### config.mk
export PLATFORM = sky130hd
export DESIGN_NAME = adder_core
export DESIGN_NICKNAME = d
export VERILOG_FILES = /design/src/rtl/adder_core.sv
export SDC_FILE = /design/constraint.sdc
export NUM_CORES = 1
export LEC_CHECK = 0
export ABC_AREA = 1
export ABC_CLOCK_PERIOD_IN_PS = 4940
export BUFFER_PORTS_ARGS = -buffer_cell sky130_fd_sc_hd__buf_2
export CORE_ASPECT_RATIO = 0.6
export CORE_MARGIN = 5
export CORE_UTILIZATION = 55
export DETAILED_ROUTE_END_ITERATION = 8
export PLACE_DENSITY = 0.84
export RECOVER_POWER = 25
export SYNTH_ARGS = -nofsm -noshare
export SYNTH_HDL_FRONTEND = slang
export SYNTH_SLANG_ARGS = --single-unit
### constraint.sdc
create_clock -name clk -period 4.94 [get_ports clk]
set_clock_uncertainty 0.05 [all_clocks]
set_input_delay 0.247 -clock clk [delete_from_list [all_inputs] [get_ports clk]]
set_output_delay 0.247 -clock clk [all_outputs]
set_load 0.02 [all_outputs]
### src/rtl/adder_core.sv
// ---------------------------------------------------------------------------
// adder_core
//   Registered signed two's-complement adder with carry, overflow and zero
//   status. Free-running pipeline of LATENCY (1 or 2) stages with optional
//   saturation of the result on signed overflow.
//
// Parameters
//   WIDTH     operand/result width in bits
//   LATENCY   clock edges from operand sample to result (1 or 2)
//   SATURATE  0 = wrap-around result, 1 = clamp to signed max/min on overflow
//
// Ports
//   clk        rising-edge clock
//   rst_n      synchronous active-low reset
//   a, b       signed operands
//   c          registered sum (wrapped or saturated)
//   carry_out  unsigned carry out of bit WIDTH-1 of the raw sum
//   overflow   signed overflow of the raw sum (before saturation)
//   zero       high when c == 0 (after saturation)
//   c_valid    high once the pipeline holds a result sampled after reset
// ---------------------------------------------------------------------------
module adder_core #(
    parameter int WIDTH    = 32,
    parameter int LATENCY  = 1,
    parameter int SATURATE = 0
) (
    input  logic             clk,
    input  logic             rst_n,
    input  logic [WIDTH-1:0] a,
    input  logic [WIDTH-1:0] b,
    output logic [WIDTH-1:0] c,
    output logic             carry_out,
    output logic             overflow,
    output logic             zero,
    output logic             c_valid
);

    localparam logic [WIDTH-1:0] SMAX = {1'b0, {(WIDTH-1){1'b1}}};
    localparam logic [WIDTH-1:0] SMIN = {1'b1, {(WIDTH-1){1'b0}}};

    // On overflow both operands share a sign, so the sign of a alone picks
    // the clamp direction.
    function automatic logic [WIDTH-1:0] saturate(input logic [WIDTH-1:0] raw,
                                                  input logic             ovf,
                                                  input logic             neg);
        if ((SATURATE != 0) && ovf) begin
            return neg ? SMIN : SMAX;
        end
        return raw;
    endfunction

    // ---- stage 0: combinational raw sum and status ----
    logic [WIDTH:0] sum_p0;
    logic           ovf_p0;
    logic           neg_p0;

    assign sum_p0 = {1'b0, a} + {1'b0, b};
    assign ovf_p0 = (a[WIDTH-1] == b[WIDTH-1]) && (sum_p0[WIDTH-1] != a[WIDTH-1]);
    assign neg_p0 = a[WIDTH-1];

    generate
        if (LATENCY == 1) begin : g_lat1
            logic [WIDTH-1:0] res_p0;
            logic signed [WIDTH-1:0] c_p1;
            logic             carry_p1;
            logic             ovf_p1;
            logic             zero_p1;
            logic             vld_p1;

            assign res_p0 = saturate(sum_p0[WIDTH-1:0], ovf_p0, neg_p0);

            // ---- stage 1: final result and flags ----
            always_ff @(posedge clk) begin
                if (!rst_n) begin
                    c_p1     <= '0;
                    carry_p1 <= 1'b0;
                    ovf_p1   <= 1'b0;
                    zero_p1  <= 1'b1;
                    vld_p1   <= 1'b0;
                end else begin
                    c_p1     <= res_p0;
                    carry_p1 <= sum_p0[WIDTH];
                    ovf_p1   <= ovf_p0;
                    zero_p1  <= (res_p0 == '0);
                    vld_p1   <= 1'b1;
                end
            end

            assign c         = c_p1;
            assign carry_out = carry_p1;
            assign overflow  = ovf_p1;
            assign zero      = zero_p1;
            assign c_valid   = vld_p1;
        end else if (LATENCY == 2) begin : g_lat2
            logic [WIDTH-1:0] sum_p1;
            logic             carry_p1;
            logic             ovf_p1;
            logic             neg_p1;
            logic             vld_p1;
            logic [WIDTH-1:0] res_p1;
            logic signed [WIDTH-1:0] c_p2;
            logic             carry_p2;
            logic             ovf_p2;
            logic             zero_p2;
            logic             vld_p2;

            // ---- stage 1: raw sum and flags ----
            always_ff @(posedge clk) begin
                if (!rst_n) begin
                    sum_p1   <= '0;
                    carry_p1 <= 1'b0;
                    ovf_p1   <= 1'b0;
                    neg_p1   <= 1'b0;
                    vld_p1   <= 1'b0;
                end else begin
                    sum_p1   <= sum_p0[WIDTH-1:0];
                    carry_p1 <= sum_p0[WIDTH];
                    ovf_p1   <= ovf_p0;
                    neg_p1   <= neg_p0;
                    vld_p1   <= 1'b1;
                end
            end

            assign res_p1 = saturate(sum_p1, ovf_p1, neg_p1);

            // ---- stage 2: saturation and zero detect ----
            always_ff @(posedge clk) begin
                if (!rst_n) begin
                    c_p2     <= '0;
                    carry_p2 <= 1'b0;
                    ovf_p2   <= 1'b0;
                    zero_p2  <= 1'b1;
                    vld_p2   <= 1'b0;
                end else begin
                    c_p2     <= res_p1;
                    carry_p2 <= carry_p1;
                    ovf_p2   <= ovf_p1;
                    zero_p2  <= (res_p1 == '0);
                    vld_p2   <= vld_p1;
                end
            end

            assign c         = c_p2;
            assign carry_out = carry_p2;
            assign overflow  = ovf_p2;
            assign zero      = zero_p2;
            assign c_valid   = vld_p2;
        end else begin : g_bad_latency
            $error("adder_core: LATENCY must be 1 or 2");
        end
    endgenerate

endmodule

==> metrics.md, run 1 <==
| Metric | Value |
|---|---|
| Worst slew margin | `approximately two fifths` |
| Startpoint Class | `input pin` |
| TritonCTS Buffers | `5` |
| Initial Utilization | `57.6%` |
| Crit-path cells | `buf_2, ha_1, fa_1, nand2_1, nand2_2, nand3_2, nand2_1, nand2_1, nand2_2, nand2_1, nand3b_1, nand2_1, nand3_1, nor2_1, nand3_1, nand2_1` |
| NetSw | `approximately 0.43 mW` |
| H-tree Lvls | `2` |
| Commonest non-fill, non-tap cell in the layout | `nand2_1` |
| Clock Tree Root | `clkbuf_8` |
| Worst hold margin | `~0.15 ns` |
| Wire length per cell | `about 14 um` |
| Crit path required time | `about 5 ns` |
| Design Power | `around 1.1 mW` |
| DR vias | `4,250` |
| Yosys Warn Count | `0` |
| Critical path arrival | `2.39 ns` |
| Post-DP HPWL | `10,100 um` |
| Chip height | `a little over 70 um` |
| Total inserted antenna cells | `0` |
| Flop pwr share | `31.1%` |
| Top-area cell type share of the netlist area | `27.0%` |
| Worst Tran Pin Value | `0.927 ns` |
| Post-synthesis compound-gate area fraction | `6.17%` |
| Pre-antenna DRT Iters | `5` |
| Crit path kind | `input pin to register` |
| Met1 usage | `44.0%` |
| Status | `finished, final reports clean` |
| Vias in the first global route | `3,660` |
| Post-Syn Area | `3570 um2` |
| Final Instance Area | `4250 um2` |
| Placed cell area | `~4200 um2` |
| Final Net Count | `~850` |
| Syn nets | `between 700 and 800` |
| Combinational share of power | `45.2%` |
| Number of gates resized after cts | `0` |
| TritonCTS clock tree | `yes` |
| Largest family of logic cells by synthesized area | `simple AND/OR/NAND/NOR gates` |
| Register area share after synthesis | `about 20%` |
| Clock network power share | `23.6%` |
| Slowest cell delay on critical path | `between 0.4 and 0.5 ns` |
| Power per cell area | `250 nW/um2` |
| Tcrit/Tclk final | `44.7%` |
| Fmax | `about 0.45 GHz` |
| GRT Total Usage | `27.7%` |
| Layout cells sized above 1 | `approximately 16%` |
| Commonest non-fill, non-tap cells in the layout | `nand2_1, inv_1, buf_2` |
| Met2 Use GR | `35.9%` |
| Global placement routability congestion | `0.944` |
| Worst setup EP type | `register` |
| Max-cap violation count | `0` |
| Post-Syn Area per Cell | `5.53 um2` |
| Int Pwr | `0.628 mW` |
| Post-synthesis simple-gate area fraction | `46.7%` |
| Leakage | `2.70 nW` |
| Final slew viol count | `0` |
| DR DRC count | `0` |
| Yosys top cell by area | `nand2_1` |
| Fin Setup TNS | `0 ns` |
| Most used routing layer | `met1` |
| Largest net degree at the start of global routing | `33` |
| Core area | `6190 um2` |
| Yosys cell types | `26` |
| Synth top area cells | `nand2_1, dfxtp_1, inv_1` |
| DRT iter0 DRCs | `between 300 and 400` |
| Worst VDD drop | `~270 uV` |
| Postcts setup bufs | `0` |
| Switching Fraction | `40.9%` |
| Initial antenna violation count | `0` |
| First-pass GRT wire length | `18,100 um` |
| Clock buffer depth | `2` |
| Clk slew on worst S/H paths | `0.07 ns` |
| CP bufs+invs | `1` |
| Hold Fails Final Rpt | `0` |
| Ports | `102` |
| Die ar. | `8250 um2` |
| Grt ovf | `0` |
| RSZ-0062 raised after global routing | `no` |
| Synth Instances | `645` |
| Pre-CTS WS | `around 2.6 ns` |
| Min Tclk post-route | `roughly 2.2 ns` |
| Area Growth Syn to Fin | `19.3%` |
| Synth Area in XOR/XNOR | `0.982%` |
| Die Span X | `114 um` |
| Routed WL | `11,600 um` |
| Endpoints failing setup | `0` |
| Synthesized flop and latch total | `36` |
| CP top delay family | `simple AND/OR/NAND/NOR gates` |
| CP max-delay cell | `fa_1` |
| Top cell by count, worst path | `nand2_1` |
| Via/cell ratio | `between 5 and 6` |
| Rows | `22` |
| Fin worst setup slack | `between 2 and 3 ns` |
| CP Max Fanout | `4` |
| GR Layer Usage met3 | `8.50%` |
| PortBufs | `101` |
| Adder-Cell Fraction of Synth Area | `11.8%` |
| CTS sink cnt | `36` |
| Hold Path Class | `input pin to register` |
| Mux cell area share after synthesis | `0%` |
| ANT nets after route | `0` |
| Post-CTS Hold Buffers | `0` |
[sequential cells by signal (all words and copies together), names as in the netlist]
register,flops
zero,1
c,32
c_valid,1
overflow,1
carry_out,1
[path summary, 6_finish.rpt]
kind	startpoint	to	slack, ns	cells past startpoint
worst min-delay path	rst_n	c_valid	0.15	1
worst max-delay path	a[0]	zero	2.73	16
[layer usage]
metal,share of wire [%],vias to the layer above
met5,0,-
met4,0.78,0
met3,14,9
met2,35,246
met1,50,1845
li1,-,2150
[logic make-up (layout without fill, tap and decap cells)]
family / count (synthesis) / in the layout
xor+xnor: 4 / 4
compound gates: 40 / 40
flops: 36 / 36
simple gates: 397 / 397
buf+inv: 135 / 241
fa+ha+maj: 33 / 33
[synthesized netlist by cell type, drive strengths merged]
master and number:
a211oi 1, a21oi 36, and2 2, clkbuf 3
dfxtp 36, fa 1, ha 32, inv 132
nand2 271, nand3 38, nand3b 7, nand4 4
nor2 71, nor3 2, o211a 1, o21a 1
o21bai 1, or2 2, xnor2 1, xor2 3
[metrics by stage]
step,cells,utilization (%)
4_1_cts,835,69.0
3_5_place_dp,827,67.3
6_report,835,68.7
2_1_floorplan,645,-
5_1_grt,835,68.7
3_3_place_gp,827,67.3
[final cells by class]
class                           instances  area [um2]
Multi-Input combinational cell        474        2340
Fill cell                             621        1940
Sequential cell                        36         721
Inverter                              132         495
Timing Repair Buffer                  101         485
Tap cell                               84         105
Clock buffer                            6        72.6
Clock inverter                          2        35.0
[power groups by stage]
stage / Clock, mW / Sequential, mW / Combinational [mW]
final: 0.251 / 0.331 / 0.481
after global routing: 0.262 / 0.335 / 0.528
after detailed placement: 0 / 0.337 / 0.467
after CTS: 0.253 / 0.330 / 0.470
after floorplan: 0 / 0.380 / 0.274
after global placement: 0 / 0.335 / 0.459
Power figures use the tool's default switching activity.
==> inputs of run 2 (changes only) <==
==> config.mk (replaced) <==
export PLATFORM = sky130hd
export DESIGN_NAME = adder_core
export DESIGN_NICKNAME = d
export VERILOG_FILES = /design/src/rtl/adder_core.sv
export SDC_FILE = /design/constraint.sdc
export NUM_CORES = 1
export LEC_CHECK = 0
export ABC_AREA = 0
export ABC_CLOCK_PERIOD_IN_PS = 2100
export BUFFER_PORTS_ARGS = -buffer_cell sky130_fd_sc_hd__buf_2
export CORE_ASPECT_RATIO = 0.6
export CORE_MARGIN = 5
export CORE_UTILIZATION = 51
export DETAILED_ROUTE_END_ITERATION = 8
export PLACE_DENSITY = 0.81
export RECOVER_POWER = 25
export SYNTH_ARGS = -nofsm -noshare
export SYNTH_HDL_FRONTEND = slang
export SYNTH_SLANG_ARGS = --single-unit
==> constraint.sdc (replaced) <==
create_clock -name clk -period 2.1 [get_ports clk]
set_clock_uncertainty 0.05 [all_clocks]
set_input_delay 0.105 -clock clk [delete_from_list [all_inputs] [get_ports clk]]
set_output_delay 0.105 -clock clk [all_outputs]
set_load 0.02 [all_outputs]
==> metrics.md, run 2 <==
| Metric | Value |
|---|---|
| Endpoints failing setup | `9 (+9)` |
| Flop pwr share | `25.4% (-5.7 points)` |
| Hold Path Class | `input pin to register` |
| Final slew viol count | `0 (unchanged)` |
| Yosys cell types | `59 (+130%)` |
| Worst hold margin | `0.0983 ns (-0.0495 ns)` |
| Yosys Warn Count | `0 (unchanged)` |
| Worst Setup EP | `zero` |
| Hold Fails Final Rpt | `0 (unchanged)` |
| PortBufs | `101 (unchanged)` |
| Failing checks | `setup timing` |
| Initial antenna violation count | `1 (+1)` |
| CP Max Fanout | `5 (+1)` |
| Max reg flops | `32 (unchanged)` |
| Die ar. | `7610 um2 (-7.8%)` |
| Ports | `102 (unchanged)` |
| Vias in the first global route | `3,844 (+5.0%)` |
| Routed WL | `14,300 um (+22%)` |
| Clock Tree Root | `clkbuf_8` |
| Largest net degree at the start of global routing | `24 (-27%)` |
| Max-cap violation count | `0 (unchanged)` |
| Commonest non-fill, non-tap cells in the layout | `buf_4, buf_2, dfxtp_1` |
| Int Pwr | `1.96 mW (+210%)` |
| Combinational share of power | `53.4% (+8.2 points)` |
| Register area | `721 um2 (unchanged)` |
| Leakage | `2.34 nW (-13%)` |
| CTS sink cnt | `36 (unchanged)` |
| Startpoint Class | `input pin` |
| Fin worst setup slack | `-0.620 ns (-3.35 ns)` |
| Worst VDD drop | `619 uV (+130%)` |
| Initial Utilization | `53.4% (-4.2 points)` |
| TritonCTS Buffers | `5 (unchanged)` |
| First-pass GRT wire length | `19,200 um (+6.1%)` |
| DR vias | `4,192 (-1.4%)` |
| Pre-antenna DRT Iters | `5 (unchanged)` |
| Clock network power share | `21.2% (-2.4 points)` |
| Final Net Count | `696 (-18%)` |
| # fillers | `292 (-53%)` |
| Top-area cell type share of the netlist area | `23.9% (-3.2 points)` |
| Core area | `5650 um2 (-8.8%)` |
| Die Span X | `109 um (-4.1%)` |
| Register area share after synthesis | `23.9% (+3.7 points)` |
| Via/cell ratio | `6.17 (+21%)` |
| Multi-input logic area | `2550 um2 (+9.1%)` |
| Layout cells sized above 1 | `48.3% (+32 points)` |
| Slowest cell delay on critical path | `0.53 ns (+0.07 ns)` |
| Commonest non-fill, non-tap cell in the layout | `buf_4` |
| Worst Tran Pin Value | `0.827 ns (-0.0993 ns)` |
| GRT Total Usage | `31.6% (+3.9 points)` |
| Synthesized flop and latch total | `36 (unchanged)` |
| Post-Syn Area | `3020 um2 (-15%)` |
| Critical path arrival | `2.89 ns (+0.50 ns)` |
| Wire length per cell | `21.0 um (+51%)` |
| Synth Instances | `384 (-40%)` |
| Worst slew margin | `44.8% (+6.7 points)` |
| Switching Fraction | `38.4% (-2.5 points)` |
| Worst setup EP type | `register` |
| ANT nets after route | `0 (unchanged)` |
| Post-synth EDFFs | `0 (unchanged)` |
| Global placement routability congestion | `1.04 (+9.9%)` |
| Area Growth Syn to Fin | `65.1%` |
| Fmax | `0.368 GHz` |
| DRT iter0 DRCs | `617 (+59%)` |
| TritonCTS clock tree | `yes` |
| DR DRC count | `0 (unchanged)` |
| NetSw | `1.22 mW (+180%)` |
| Rows | `21 (-4.5%)` |
| Power per cell area | `638 nW/um2 (+160%)` |
| H-tree Lvls | `2 (unchanged)` |
| Post-synth top cells | `a21oi_1, dfxtp_1, nor2_1, ha_1, nand2_1` |
| Syn nets | `483 (-35%)` |
| Clk slew on worst S/H paths | `0.07 ns (about the same)` |
| Chip height | `69.6 um (-3.8%)` |
| Crit-path cells | `buf_2, ha_1, a21oi_1, and2_1, a21oi_2, nor3_1, buf_4, o2111ai_2, nor4b_2, nand4bb_1, or4_1, o31ai_2` |
| Synth top area cells | `dfxtp_1, ha_1, xnor2_1` |
| CP max-delay cell | `or4_1` |
| Cell with the most instances after synthesis | `a21oi_1` |
| Grt ovf | `0 (unchanged)` |
| Status | `finished, violations left` |
| Tcrit/Tclk final | `130%` |
| Top_reg_cell synth | `dfxtp_1` |
| Min Tclk post-route | `2.72 ns` |
| Post-DP HPWL | `9270 um (-8.0%)` |
| Yosys top cell by area | `dfxtp_1` |
| Fin Setup TNS | `-1.96 ns (-1.96 ns)` |
| Clock buffer depth | `2 (unchanged)` |
| Crit path required time | `2.27 ns (-2.86 ns)` |
| Post-Syn Area per Cell | `7.86 um2 (+42%)` |
| Async SR Flop Fraction | `0% (unchanged)` |
| Crit path kind | `input pin to register` |
| RSZ-0062 raised after global routing | `yes` |
| Crit path launch | `a[4]` |
==> run 2: cell types whose count changed in the layout (fill, tap and decap cells not counted), sizes merged, moves of 7 or more <==
cell / before / now
buf: 85 / 224
inv: 132 / 7
o21ai: 0 / 25
a21o: 0 / 7
nor3: 2 / 11
nand2: 271 / 29
clkbuf: 22 / 8
nor2: 71 / 36
nor4: 0 / 7
and2: 2 / 20
xnor2: 1 / 22
nand3: 38 / 11
==> run 2: critical path, delay by kind of cell <==
kind,cells,cell delay (ns)
simple gates,5,1.44
compound gates,4,0.67
buf+inv,2,0.28
fa+ha+maj,1,0.38
==> run 2: routing by layer <==
layer | track usage [%] | wire (um)
met2 | 48.7 | 5920
met1 | 44.5 | 5670
met4 | 7.05 | 683
met3 | 6.98 | 1980
met5 | 0 | 0
==> run 2: cell families after synthesis <==
group | share of synthesized area (%)
adders and majority gates | 13.9
muxes | 0.663
buffers and inverters | 3.77
xor gates and xnor gates | 8.12
AOI/OAI and AO/OA | 25.4
DFF | 23.9
and+or+nand+nor | 24.3
==> run 2: per-stage QoR <==
step | power, mW | std cells | util, % | area (um2) | setup slack, ns
finish | 3.18 | 679 | 88.2 | 4980 | -0.620
global route | 3.29 | 679 | 88.2 | 4980 | -0.699
CTS | 2.97 | 676 | 85.3 | 4820 | -0.452
detailed placement | 2.21 | 665 | 78.6 | 4440 | -0.838
global placement | 2.17 | 665 | 78.6 | 4440 | -0.804
floorplan | 1.56 | 384 | - | 3030 | -0.493
==> run 2: area by class of cell <==
class | instances | area share (%)
antenna | 1 | 0.0502
clock buffer | 7 | 1.93
timing repair buffer | 225 | 29.2
tap | 80 | 2.01
multi-input combinational | 322 | 51.2
sequential | 36 | 14.5
clock inverter | 1 | 0.603
inverter | 7 | 0.527
==> run 2: worst min-delay path by stage <==
| stage | startpoint | end | slack [ns] | cells after the start |
|---|---|---|---|---|
| finish | a[31] | overflow | 0.1 | 3 |
| floorplan | rst_n | c_valid | 0.08 | 0 |
| detailed placement | rst_n | c_valid | 0.38 | 1 |
| global placement | a[31] | overflow | 0.36 | 3 |
| CTS | a[31] | overflow | 0.08 | 3 |
| global route | a[31] | overflow | 0.11 | 3 |
==> run 2: repair_timing <==
item,4_1_cts,5_1_grt
setup endpoints to repair,8,10
hold buffers,0,0
gates resized for setup,36,30
pin swaps,14,16
buffers inserted,3,3
endpoints found under the hold margin,0,0
==> run 2: power groups by stage <==
stage	Clock, mW	Combinational, mW	Sequential (mW)
after global routing	0.702	1.77	0.813
after global placement	0	1.37	0.806
after CTS	0.664	1.50	0.801
after detailed placement	0	1.40	0.812
final	0.675	1.70	0.808
after floorplan	0	0.630	0.930
==> inputs of run 3 (changes only) <==
--- a/config.mk
+++ b/config.mk
@@ -10,9 +10,9 @@
 export BUFFER_PORTS_ARGS = -buffer_cell sky130_fd_sc_hd__buf_2
 export CORE_ASPECT_RATIO = 0.6
 export CORE_MARGIN = 5
-export CORE_UTILIZATION = 51
+export CORE_UTILIZATION = 30
 export DETAILED_ROUTE_END_ITERATION = 8
-export PLACE_DENSITY = 0.81
+export GPL_ROUTABILITY_DRIVEN = 0
 export RECOVER_POWER = 25
 export SYNTH_ARGS = -nofsm -noshare
 export SYNTH_HDL_FRONTEND = slang
==> metrics.md, run 3 (same netlist as run 2, synthesis figures left out) <==
| Metric | Value |
|---|---|
| Status | `finished, violations left` |
| Failing checks | `setup timing` |
| Crit-path cells | `buf_6, ha_4, fa_2, a211oi_4, o21ai_2, a21oi_2, buf_4, o21bai_4, or4_1, o211ai_1, nand4b_1, or4_4, o31ai_2` |
| Final Net Count | `684 (-1.7%)` |
| Leakage | `2.29 nW (-2.5%)` |
| Fmax | `0.387 GHz (+5.2%)` |
| Initial antenna violation count | `0 (-1)` |
| DR DRC count | `0 (unchanged)` |
| PortBufs | `101 (unchanged)` |
| # fillers | `903 (+210%)` |
| DRT iter0 DRCs | `212 (-66%)` |
| CTS sink cnt | `36 (unchanged)` |
| Hold Fails Final Rpt | `0 (unchanged)` |
| First-pass GRT wire length | `17,400 um (-9.3%)` |
| Layout cells sized above 1 | `47.6% (-0.72 points)` |
| Via/cell ratio | `4.99 (-19%)` |
| Endpoints failing setup | `6 (-3)` |
| Initial Utilization | `30.7% (-23 points)` |
| CP top delay family | `compound AO/OA/AOI/OAI gates` |
| Routed WL | `11,200 um (-21%)` |
| Crit path kind | `input pin to register` |
| Final core occ | `52.6% (-36 points)` |
| Clock Tree Root | `clkbuf_16` |
| Area Growth Syn to Fin | `71.7%` |
| Worst Tran Pin Value | `0.784 ns (-0.0438 ns)` |
| Final slew viol count | `0 (unchanged)` |
| Worst setup EP type | `register` |
| Critical path arrival | `2.73 ns (-0.16 ns)` |
| Worst Setup EP | `zero` |
| Worst VDD drop | `476 uV (-23%)` |
| Rows | `28 (+33%)` |
| CP Max Fanout | `3 (-2)` |
| GRT Total Usage | `17.5% (-14 points)` |
| Startpoint Class | `input pin` |
| TritonCTS clock tree | `yes` |
| Hold Path Class | `input pin to register` |
| Min Tclk post-route | `2.59 ns (-0.134 ns)` |
| RSZ-0062 raised after global routing | `yes` |
| Tcrit/Tclk final | `123% (-6.4 points)` |
| TritonCTS Buffers | `5 (unchanged)` |
| Crit path launch | `a[0]` |
| ANT nets after route | `0 (unchanged)` |
| Largest net degree at the start of global routing | `24 (unchanged)` |
| Wire length per cell | `15.5 um (-26%)` |
| DR vias | `3,598 (-14%)` |
| Worst slew margin | `47.8% (+2.9 points)` |
| CP max-delay cell | `or4_4` |
| Vias in the first global route | `3,530 (-8.2%)` |
| Design Power | `3.13 mW (-1.6%)` |
| Max reg flops | `32 (unchanged)` |
| Post-DP HPWL | `9100 um (-1.8%)` |
| Crit path required time | `2.25 ns (-0.02 ns)` |
| Max-cap violation count | `0 (unchanged)` |
| Core area | `9840 um2 (+74%)` |
| Fin worst setup slack | `-0.486 ns (+0.134 ns)` |
| Die ar. | `12,200 um2 (+61%)` |
| Clock buffer depth | `2 (unchanged)` |
| Pre-CTS WS | `-0.888 ns (-0.0503 ns)` |
| Crit path depth | `13 (+1)` |
| CP bufs+invs | `2 (unchanged)` |
| Grt ovf | `0 (unchanged)` |
| Pre-antenna DRT Iters | `5 (unchanged)` |
| Chip height | `87.7 um (+26%)` |
| Clk slew on worst S/H paths | `0.05 ns (-0.02 ns)` |
| Ports | `102 (unchanged)` |
| Placed cell area | `4430 um2 (-0.31%)` |
| Commonest non-fill, non-tap cell in the layout | `buf_4` |
| Commonest non-fill, non-tap cells in the layout | `buf_4, buf_2, dfxtp_1` |
| Power per cell area | `604 nW/um2 (-5.4%)` |
| H-tree Lvls | `2 (unchanged)` |
| Die Span X | `140 um (+28%)` |
| Slowest cell delay on critical path | `0.43 ns (-0.10 ns)` |
| Total inserted antenna cells | `0 (-1)` |
| Final Instance Area | `5180 um2 (+4.0%)` |
==> run 3: through the flow <==
| step | TNS (ns) | hold slack [ns] | cells |
|---|---|---|---|
| after global routing | -1.34 | 0.100 | 721 |
| after detailed placement | -5.79 | 0.360 | 709 |
| after floorplan | -0.493 | 0.0827 | 384 |
| final | -0.762 | 0.0918 | 721 |
| after CTS | -0.764 | 0.0826 | 719 |
| after global placement | -5.44 | 0.365 | 709 |
==> run 3: worst min path at each step <==
stage,start,endpoint,slack (ns),depth (start not counted)
detailed placement,a[31],overflow,0.36,3
global placement,a[31],overflow,0.36,3
floorplan,rst_n,c_valid,0.08,0
CTS,a[31],overflow,0.08,3
global route,a[31],overflow,0.10,3
finish,a[31],overflow,0.09,3
==> run 3: cell type report <==
class / instances / area (um2) / area share [%]
flip-flops and latches: 36 / 721 / 13.9
well taps: 135 / 169 / 3.26
clock buffers: 5 / 125 / 2.41
inverters: 7 / 26.3 / 0.507
multi-input cells: 322 / 2710 / 52.3
clock inverters: 3 / 18.8 / 0.362
repair buffers: 213 / 1410 / 27.3
==> run 3: timing repair <==
action | CTS | global route
hold buffers | 0 | 0
resized for setup | 43 | 52
endpoints found under the setup margin | 8 | 11
pin swaps | 11 | 29
buffers inserted | 3 | 3
==> run 3: power breakdown <==
group	switching, mW	leakage [nW]	total, mW	internal (mW)
clock	0.270	0.0736	0.706	0.436
sequential	0.0239	0.300	0.799	0.775
combinational	0.833	1.91	1.62	0.791
total	1.13	2.29	3.13	2.00
==> run 3: routing by layer <==
layer  up-vias  routed length, um  GRT usage [%]
met5         -                  0              0
met4         0                 78           3.29
met3         5                941           3.38
met2       156               4360           25.0
met1      1626               5810           27.2
li1       1811                  -              -
==> run 3: worst min-delay path, stage by stage <==
cell and delay [ns]:
buf_2 0.12, xnor2_2 0.11, nor3_1 0.04
